[config.mk]
export PLATFORM = sky130hd
export DESIGN_NAME = demux1to8_deser
export DESIGN_NICKNAME = d
export VERILOG_FILES = /design/src/rtl/demux1to8_deser.sv
export SDC_FILE = /design/constraint.sdc
export NUM_CORES = 1
export LEC_CHECK = 0
export BUFFER_PORTS_ARGS = -buffer_cell sky130_fd_sc_hd__buf_4
export CORE_ASPECT_RATIO = 0.9
export CORE_MARGIN = 8
export CORE_UTILIZATION = 50
export CTS_BUF_LIST = sky130_fd_sc_hd__clkbuf_4 sky130_fd_sc_hd__clkbuf_8
export DETAILED_ROUTE_END_ITERATION = 16
export GPL_ROUTABILITY_DRIVEN = 0
export HOLD_SLACK_MARGIN = 0.06
export PLACE_DENSITY = 0.74
export SYNTH_ARGS = -nofsm -noshare
export SYNTH_HDL_FRONTEND = slang
export SYNTH_SLANG_ARGS = --single-unit
export TNS_END_PERCENT = 50
[constraint.sdc]
create_clock -name clk -period 4.1 [get_ports clk]
set_input_delay 0.205 -clock clk [delete_from_list [all_inputs] [get_ports clk]]
set_output_delay 0.205 -clock clk [all_outputs]
set_load 0.1 [all_outputs]
[src/rtl/demux1to8_deser.sv]
`default_nettype none
// ---------------------------------------------------------------------------
// demux1to8_deser : 1-to-8 bit distributor / deserializer, addressed or auto-sequenced
// Revision: 1.0
// ---------------------------------------------------------------------------
module demux1to8_deser #(
  parameter bit LSB_FIRST = 1'b1
) (
  input  logic       clk,
  input  logic       rst_n,
  input  logic       in_bit,
  input  logic       in_valid,
  output logic       in_ready,
  input  logic       mode,
  input  logic [2:0] sel,
  output logic [7:0] data,
  output logic       out_valid,
  input  logic       out_ready,
  output logic [3:0] fill,
  output logic       dup_err
);

  typedef enum logic [1:0] {
    IDLE    = 2'd0,
    COLLECT = 2'd1,
    HOLD    = 2'd2
  } state_t;

  localparam logic [2:0] START_IDX = LSB_FIRST ? 3'd0 : 3'd7;

  state_t     state_q, state_d;
  logic [7:0] data_q, data_d;
  logic [7:0] mask_q, mask_d;
  logic [2:0] idx_q, idx_d;
  logic [3:0] fill_q, fill_d;
  logic       mode_q, mode_d;
  logic       dup_err_q, dup_err_d;

  logic       accept;
  logic       deliver;
  logic       auto_mode;
  logic [2:0] pos;

  assign in_ready  = (state_q != HOLD);
  assign out_valid = (state_q == HOLD);
  assign accept    = in_valid && in_ready;
  assign deliver   = out_valid && out_ready;
  // The live mode input only matters for the very first bit of a word.
  assign auto_mode = (state_q == IDLE) ? mode : mode_q;
  assign pos       = auto_mode ? idx_q : sel;

  always_comb begin
    state_d   = state_q;
    data_d    = data_q;
    mask_d    = mask_q;
    idx_d     = idx_q;
    mode_d    = mode_q;
    dup_err_d = 1'b0;

    if (accept) begin
      data_d[pos] = in_bit;
      mask_d[pos] = 1'b1;
      dup_err_d   = !auto_mode && mask_q[pos];
      if (auto_mode) begin
        idx_d = LSB_FIRST ? (idx_q + 3'd1) : (idx_q - 3'd1);
      end
    end

    if (deliver) begin
      mask_d = 8'h00;
      idx_d  = START_IDX;
    end

    fill_d = 4'd0;
    for (int i = 0; i < 8; i++) begin
      fill_d = fill_d + {3'b000, mask_d[i]};
    end

    case (state_q)
      IDLE: begin
        if (accept) begin
          state_d = COLLECT;
          mode_d  = mode;
        end
      end
      COLLECT: begin
        if (accept && (mask_d == 8'hFF)) begin
          state_d = HOLD;
        end
      end
      HOLD: begin
        if (deliver) begin
          state_d = IDLE;
        end
      end
      default: state_d = IDLE;
    endcase
  end

  always_ff @(posedge clk or negedge rst_n) begin
    if (!rst_n) begin
      state_q   <= IDLE;
      data_q    <= 8'h00;
      mask_q    <= 8'h00;
      idx_q     <= START_IDX;
      fill_q    <= 4'd0;
      mode_q    <= 1'b0;
      dup_err_q <= 1'b0;
    end else begin
      state_q   <= state_d;
      data_q    <= data_d;
      mask_q    <= mask_d;
      idx_q     <= idx_d;
      fill_q    <= fill_d;
      mode_q    <= mode_d;
      dup_err_q <= dup_err_d;
    end
  end

  assign data    = data_q;
  assign fill    = fill_q;
  assign dup_err = dup_err_q;

endmodule
`default_nettype wire

==> results of run 1 <==
worst max-delay path, cell delays in order (launching register included):
cell	delay (ns)
dfrtp_1	0.40
buf_4	0.18
o21a_2	0.28
o21ai_4	0.20
and2_4	0.21
nand2_1	0.07
nor3_2	0.14
o21ai_1	0.10
fa_1	0.56
fa_1	0.42
fa_1	0.43
inv_1	0.07
ha_1	0.16
inv_1	0.06
fa_1	0.37
xnor2_1	0.13
final cells by class:
cell class	instances	area (um^2)	area share, %
clock inverters	1	8.76	0.439
clock buffers	3	41.3	2.07
flip-flops and latches	27	676	33.9
multi-input cells	108	910	45.6
repair buffers	31	235	11.8
inverters	17	67.6	3.39
well taps	44	55.1	2.76
stage by stage:
step	hold WS [ns]	utilization (%)	instances	TNS, ns
finish	0.178	60.8	231	0
global route	0.174	60.8	231	0
CTS	0.165	59.4	229	0
detailed placement	0.141	57.5	224	0
global placement	0.136	57.5	224	0
floorplan	-0.0906	-	159	-0.275
cells by family (layout without fill, tap and decap cells):
| family | count (synthesis) | count (layout) | share of synthesized area, % |
|---|---|---|---|
| adder cells (fa/ha/maj) | 9 | 9 | 8.55 |
| buffers and inverters | 24 | 52 | 7.65 |
| AO/OA/AOI/OAI | 36 | 36 | 16.4 |
| XOR/XNOR | 3 | 3 | 1.58 |
| AND/OR/NAND/NOR | 48 | 48 | 17.5 |
| multiplexers | 12 | 12 | 7.88 |
| flip-flops | 27 | 27 | 40.5 |
metal layers:
layer / track usage (%) / routed length [um] / part of all wire (%)
met4: 3.84 / 68 / 1.8
met5: 0 / 0 / 0
met2: 22.6 / 1810 / 49
met1: 16.6 / 1590 / 43
met3: 4.18 / 219 / 5.9
cell usage in the layout, fill, tap and decap left out, types with 3 or more instances in the layout:
| cell | instances |
|---|---|
| nand2_1 | 10 |
| mux2_2 | 8 |
| inv_1 | 16 |
| o21ai_0 | 4 |
| buf_4 | 30 |
| nor2b_1 | 3 |
| nor2_1 | 6 |
| nand3_1 | 7 |
| a211oi_1 | 4 |
| dfrtp_1 | 27 |
| clkbuf_8 | 3 |
| fa_1 | 4 |
| ha_1 | 5 |
| a21oi_1 | 7 |
| mux2i_1 | 3 |
final timing paths:
kind                           end  slack (ns)  cells after the start
setup / recovery           fill[2]        0.21                     15
hold / removal              mode_q        0.18                      2
setup reg to reg           fill[2]        0.21                     15
hold reg to reg            data[0]        0.51                      1
max in group asynchronous  data[2]        3.48                      2
min in group asynchronous  data[1]        0.36                      2
registers in the layout (all words and copies together), names as in the netlist:
| name | flops |
|---|---|
| state_q | 2 |
| mode_q | 1 |
| idx_q | 3 |
| mask_q | 8 |
| fill | 4 |
| dup_err | 1 |
| data | 8 |
timing repair:
| item | 4_1_cts | 5_1_grt |
|---|---|---|
| hold buffers | 1 | 0 |
| gates resized for setup | 0 | 10 |
| endpoints found under the hold margin | 27 | 0 |
| buffers inserted | 0 | 2 |
| setup endpoints to repair | 0 | 2 |
==> key figures, run 1 <==
Synthesis
  – Top cell type's share of synthesized area: 40.5%
  – Post-Synthesis Cells: 159
  – Flops & latches, synth: 27
  – Post-synth ARST share: between 90% and 100%
  – Yosys cell types: 50
  – Syn_area_per_cell: 10.5 um^2
  – Synth warnings: 0
  – Syn Nets: 177
  – Post-synth top area cell: dfrtp_1
  – Post-synth EDFFs: 0
  – Ranking of synthesized cells by area: dfrtp_1, mux2_2, fa_1, inv_1, ha_1
  – Most frequent cells after synthesis: dfrtp_1, inv_1, nand2_1
  – Seq/Total Area, Yosys: 40.5%
  – Post-Syn Area: 1670 um^2
  – Top_reg_cell synth: dfrtp_1
  – Most common cell in the netlist: dfrtp_1

Routing
  – WL final: 3.69 mm
  – WL/cell: around 16 um
  – Remaining DRCs: 0
  – Vias after detailed routing: 1,302
  – Starting DRT DRC Count: just over 100
  – DR vias/cell: 5.64
  – Post-route ant nets: 0
  – Drt pass-1 iters: 4

Placed design
  – Quantity of I/O buffers inserted on ports: 23
  – DP Area: 1890 um^2
  – Setup WS pre-CTS: 0.134 ns
  – Detailed placer's ending HPWL: 2.84 mm

Timing
  – Final setup vio count: 0
  – Period utilization: roughly 95%
  – Max Slew Vio Count: 0
  – RSZ-0062 raised after global routing: no
  – Fin. Hold Viols: 0
  – Skew final: 0.00553 ns
  – Final worst slack: between 0.2 and 0.25 ns
  – Worst slew pin tran: 0.387 ns
  – Clock period minus worst slack: roughly 4 ns
  – Worst rel slew slack: 74.2%
  – F_max: 257 MHz

Clock tree
  – H-Tree Depth: 1
  – Worst-skew pair later-pin latency: 0.29 ns
  – Clock Path Buffers: 2
  – Root Driver: clkbuf_8
  – CTS Buf Count: 3
  – CTS Sinks: 27
  – CTS tree: yes
  – Clk slew on worst S/H paths: about 0.1 ns

Worst hold path
  – HP Class: in2reg
  – Hold path startpoint: mode

Worst setup path
  – CP arrival: 4.07 ns
  – Critical Path Sink Type: flop
  – CP Launch Point: state_q[1]
  – Startpoint Class: flop
  – RR Startpoint: state_q[1]
  – CP Class: reg2reg
  – CP max FO: 8
  – CP required: 4.28 ns

Layout
  – Design Area, Final: 1990 um^2
  – NumNets Final: 206
  – Share of cells above drive strength 1: 32.6%
  – Area grow syn2layout: 19.5%
  – ANT cells: 0
  – Fill count: 273

Global route
  – GRT Residual Overflow: 0
  – Largest net degree at the start of global routing: 28
  – First-pass GRT wire length: 6.15 mm
  – Total GRT Usage: between 10% and 20%
  – Antenna violations before repair: 0
  – Vias in the first global route: 1,326

Floorplan
  – Core Area: 3280 um^2
  – Die footprint: 5440 um^2
  – I/O pin count: 24
  – Row count: 20
  – Die W: 76.9 um
  – Die Ht: 70.8 um
  – Starting Density: 50.9%

Run status
  – Status: complete, no violations

Run
  – Number of max-cap violations: 0
Power of run 1 is not shown: default switching activity piles up to over one toggle a cycle in this logic, so the estimate is an artifact.
==> run 2, diff against run 1 <==
--- a/config.mk
+++ b/config.mk
@@ -13,7 +13,7 @@
 export DETAILED_ROUTE_END_ITERATION = 16
 export GPL_ROUTABILITY_DRIVEN = 0
 export HOLD_SLACK_MARGIN = 0.06
-export PLACE_DENSITY = 0.74
+export PLACE_DENSITY = 0.71
 export SYNTH_ARGS = -nofsm -noshare
 export SYNTH_HDL_FRONTEND = slang
 export SYNTH_SLANG_ARGS = --single-unit
==> constraint.sdc (replaced) <==
create_clock -name clk -period 4.54 [get_ports clk]
set_input_delay 0.227 -clock clk [delete_from_list [all_inputs] [get_ports clk]]
set_output_delay 0.227 -clock clk [all_outputs]
set_load 0.1 [all_outputs]
==> run 2 against run 1 <==
Core utilization fell by 2.8 points. Via count fell by 4.6%. Critical path depth fell by 1. Maximum frequency fell by 7.2%. Final cell count fell by 2.6%. Worst hold slack improved by 0.027 ns. Global-route usage rose by 0.76 points. Non-clock buffer count fell by 6.
==> key figures, run 2 (synthesis gave the netlist of run 1 again) <==
Placed design
  – Detailed placer's ending HPWL: around 3 mm
  – Setup WS pre-CTS: about 0.25 ns
  – Quantity of I/O buffers inserted on ports: 23
  – DP Area: 1840 um^2

Worst setup path
  – Register-to-register setup slack: around 0.35 ns
  – CP Launch Point: state_q[0]
  – CP arrival: around 4.4 ns
  – Critical Path Sink Type: flop
  – CP max FO: 11
  – CP endpoint: fill[2]
  – R2R cell count: 14
  – CP required: 4.72 ns
  – RR Startpoint: state_q[0]
  – CP Class: reg2reg
  – Startpoint Class: flop
  – R2r endpoint: fill[2]

Layout
  – ANT cells: 0
  – NumNets Final: 200
  – Fill count: 292
  – Combined area of the multi-input logic cells: ~870 um^2
  – Commonest non-fill, non-tap cell in the layout: dfrtp_1
  – Area grow syn2layout: 14.0%
  – Share of cells above drive strength 1: 26.5%
  – FF+latch area: 676 um^2
  – Commonest non-fill, non-tap cells in the layout: dfrtp_1, buf_4, inv_1
  – Design Area, Final: approximately 1900 um^2

Timing
  – Worst rel slew slack: 67.6%
  – Final worst slack: roughly 0.35 ns
  – F_max: 239 MHz
  – RSZ-0062 raised after global routing: no
  – Fin. Hold Viols: 0
  – Final setup vio count: 0
  – Worst slew pin tran: 0.481 ns
  – Max Slew Vio Count: 0
  – Period utilization: 92.3%
  – Clock period minus worst slack: 4.19 ns
  – Skew final: 0.00611 ns
  – Post-route setup TNS: 0 ns

Clock tree
  – CTS Buf Count: 3
  – H-Tree Depth: 1
  – Clk slew on worst S/H paths: 0.10 ns
  – CTS tree: yes
  – CTS Sinks: 27
  – Postcts setup bufs: 0
  – Worst-skew pair later-pin latency: roughly 0.28 ns
  – Root Driver: clkbuf_8
  – Clock Path Buffers: 2

Routing
  – Remaining DRCs: 0
  – Vias after detailed routing: 1,242
  – DR vias/cell: 5.52
  – WL/cell: 16.7 um
  – WL final: ~3.8 mm
  – Post-route ant nets: 0
  – Drt pass-1 iters: 4
  – Starting DRT DRC Count: 104

Worst hold path
  – HP Class: in2reg

Run status
  – Status: complete, no violations

Floorplan
  – Core Area: 3280 um^2
  – Die footprint: 5440 um^2
  – Die Ht: 70.8 um
  – I/O pin count: 24
  – Row count: 20
  – Die W: 76.9 um
  – Starting Density: about 50%

Global route
  – Antenna violations before repair: 0
  – Largest net degree at the start of global routing: 28
  – Vias in the first global route: around 1,300
  – Total GRT Usage: 14.4%
  – First-pass GRT wire length: 6.33 mm
  – GRT Residual Overflow: 0

Run
  – Number of max-cap violations: 0
## run 2: cell count changes in the layout (fill, tap and decap cells not counted), moves of 2 or more
| cell | change |
|---|---|
| nor2_4 | -2 |
| o21ai_0 | +2 |
| buf_4 | -6 |
| nor2_1 | +2 |
## run 2: per-layer routing
layer  wire, um  GRT usage (%)  up-vias
met5          0              0        -
met4         24           3.84        0
met3        178           2.78        4
met2       1820           22.9       29
met1       1740           19.3      610
li1           -              -      599
## run 2: final cells by class
cell class | instances | share of cell area [%]
Clock buffer | 3 | 2.17
Sequential cell | 27 | 35.5
Timing Repair Buffer | 25 | 10.0
Multi-Input combinational cell | 108 | 45.6
Tap cell | 44 | 2.90
Clock inverter | 1 | 0.395
Inverter | 17 | 3.36
## run 2: repair_timing
item / in CTS / in global routing
endpoints found under the hold margin: 27 / 0
hold buffers: 1 / 0
resized for setup: 0 / 1
setup endpoints to repair: 0 / 2
## run 2: worst min-delay path by stage
stage,startpoint,endpoint,slack [ns],cells past startpoint
floorplan,rst_n,data[0],-0.07,0
global placement,rst_n,idx_q[0],0.16,1
detailed placement,rst_n,mode_q,0.16,1
CTS,mode,mode_q,0.20,2
global route,mode,mode_q,0.20,2
finish,mode,mode_q,0.21,2
## run 2: per-stage QoR
| stage | hold slack (ns) | cells | util [%] |
|---|---|---|---|
| floorplan | -0.0686 | 159 | - |
| global placement | 0.157 | 220 | 56.1 |
| detailed placement | 0.164 | 220 | 56.1 |
| CTS | 0.202 | 225 | 57.9 |
| global route | 0.202 | 225 | 58.0 |
| finish | 0.205 | 225 | 58.0 |
## run 2: worst max-delay path, cell delays in order, from the launching register on
cell	delay (ns)
dfrtp_1	0.51
or3b_4	0.49
nand3_1	0.13
and2_1	0.26
nand2_1	0.10
nor3_2	0.19
o21ai_0	0.15
fa_1	0.57
fa_1	0.44
fa_1	0.43
inv_1	0.07
ha_1	0.17
inv_1	0.06
fa_1	0.38
xnor2_1	0.13
Power of run 2 is left out for the same reason.
==> run 3, diff against run 2 <==
--- a/config.mk
+++ b/config.mk
@@ -13,7 +13,7 @@
 export DETAILED_ROUTE_END_ITERATION = 16
 export GPL_ROUTABILITY_DRIVEN = 0
 export HOLD_SLACK_MARGIN = 0.06
-export PLACE_DENSITY = 0.71
+export PLACE_DENSITY = 0.7
 export SYNTH_ARGS = -nofsm -noshare
 export SYNTH_HDL_FRONTEND = slang
 export SYNTH_SLANG_ARGS = --single-unit
==> run 3 against run 2 <==
First-iteration DRC count is 18% lower. Core utilization is 0.15 points higher. Largest cell class unchanged. Global-route usage is 0.57 points lower. Cell area is 0.26% higher. Wire length is 4.0% lower. Worst setup slack better by 0.043 ns. Sequential cell count stayed put. Register-to-register slack better by 0.04 ns. Highest routed layer unchanged.
==> key figures, run 3 (synthesis gave the netlist of run 1 again) <==
Clock tree
  – CTS Buf Count: 3
  – CTS Sinks: 27
  – Clk slew on worst S/H paths: 0.10 ns
  – Clock Path Buffers: 2
  – CTS tree: yes
  – CTS-repair resized insts: 0
  – Worst-skew pair later-pin latency: 0.28 ns
  – Root Driver: clkbuf_8
  – H-Tree Depth: 1

Global route
  – Vias in the first global route: 1,273
  – First-pass GRT wire length: 6.13 mm
  – Total GRT Usage: 13.8%
  – Antenna violations before repair: 0
  – Largest net degree at the start of global routing: 28
  – GRT Residual Overflow: 0

Timing
  – F_max: 241 MHz
  – Worst slew pin tran: 0.424 ns
  – Period utilization: 91.4%
  – Clock period minus worst slack: 4.15 ns
  – Final setup vio count: 0
  – Post-route setup TNS: 0 ns
  – Max Slew Vio Count: 0
  – Skew final: between 0.006 and 0.007 ns
  – Worst rel slew slack: between 70% and 80%
  – Fin. Hold Viols: 0
  – RSZ-0062 raised after global routing: no

Floorplan
  – Die footprint: roughly 5400 um^2
  – Die Ht: about 71 um
  – Core Area: 3280 um^2
  – Die W: between 70 and 80 um
  – I/O pin count: 24
  – Row count: 20
  – Starting Density: between 50% and 60%

Routing
  – Post-route ant nets: 0
  – Starting DRT DRC Count: 85
  – WL final: 3.61 mm
  – Drt pass-1 iters: 4
  – WL/cell: 16.0 um
  – Remaining DRCs: 0
  – Vias after detailed routing: 1,214
  – DR vias/cell: 5.37

Layout
  – Share of cells above drive strength 1: between 20% and 30%
  – Commonest non-fill, non-tap cell in the layout: dfrtp_1
  – Fill count: 290
  – Area grow syn2layout: 14.3%
  – NumNets Final: 201
  – Layout Utilization: 58.1%
  – Commonest non-fill, non-tap cells in the layout: dfrtp_1, buf_4, inv_1
  – ANT cells: 0

Worst setup path
  – Family with the most delay on the worst path: adder cells
  – R2R cell count: 14
  – Crit-path slowest cell: fa_1
  – Startpoint Class: flop
  – CP required: about 4.7 ns
  – CP Class: reg2reg
  – CP arrival: 4.33 ns
  – Crit path depth: 14
  – Slowest stage delay, CP: ~0.6 ns
  – CP max FO: 7
  – CP Cell Sequence: or3b_1 -> nand3_1 -> and2_1 -> nand2_1 -> nor3_2 -> o21ai_0 -> fa_1 -> fa_1 -> fa_1 -> inv_1 -> ha_1 -> inv_1 -> fa_1 -> xnor2_1
  – Critical Path Sink Type: flop
  – Buf+Inv Stages, Crit Path: 2
  – Top cell by count, worst path: fa_1

Run status
  – Status: complete, no violations

Worst hold path
  – Hold depth: 2
  – HP Class: in2reg

Placed design
  – Quantity of I/O buffers inserted on ports: 23
  – Detailed placer's ending HPWL: ~2.9 mm

Run
  – Number of max-cap violations: 0
run 3: cell count changes in the layout (fill, tap and decap cells not counted):
cell and change:
or3b_1 +1, or3b_4 -1, buf_4 +1
run 3: final timing paths:
path,from,to,slack [ns]
worst min register to register,data[0],data[0],0.51
max in group asynchronous,rst_n,mask_q[0],3.89
worst max-delay path,state_q[0],fill[2],0.39
worst min-delay path,mode,mode_q,0.21
min in group asynchronous,rst_n,idx_q[0],0.39
worst max register to register,state_q[0],fill[2],0.39
run 3: layer usage:
metal	up-vias	wire length [um]	global-route usage, %
li1	603	-	-
met1	578	1680	17.5
met2	29	1740	22.6
met3	4	158	3.04
met4	0	36	4.69
met5	-	0	0
run 3: worst register-to-register path: cells and delay by family (launching register included):
kind | cells | cell delay (ns)
buffers and inverters | 2 | 0.13
DFF | 1 | 0.40
xor gates and xnor gates | 1 | 0.13
AOI/OAI and AO/OA | 1 | 0.18
adders and majority gates | 5 | 2.01
and+or+nand+nor | 5 | 1.21
run 3: metrics by stage:
stage	cell area, um^2	cells	hold slack (ns)	setup slack [ns]
after global routing	1910	226	0.220	0.0926
after detailed placement	1850	221	0.164	0.369
after global placement	1850	221	0.157	0.524
after CTS	1910	226	0.202	0.357
after floorplan	1670	159	-0.0686	0.0657
final	1910	226	0.208	0.392
run 3: layout make-up:
type / count / area, um^2 / area share, %
tap: 44 / 55.1 / 2.89
sequential: 27 / 676 / 35.5
inverter: 17 / 63.8 / 3.35
timing repair buffer: 26 / 198 / 10.4
clock buffer: 3 / 41.3 / 2.17
multi-input combinational: 108 / 865 / 45.4
clock inverter: 1 / 7.51 / 0.394
run 3: repair_timing:
item	in CTS	in global routing
setup endpoints to repair	0	0
hold buffers	1	0
hold endpoints to repair	27	0
setup buffers	0	0
Power of run 3 is left out for the same reason.
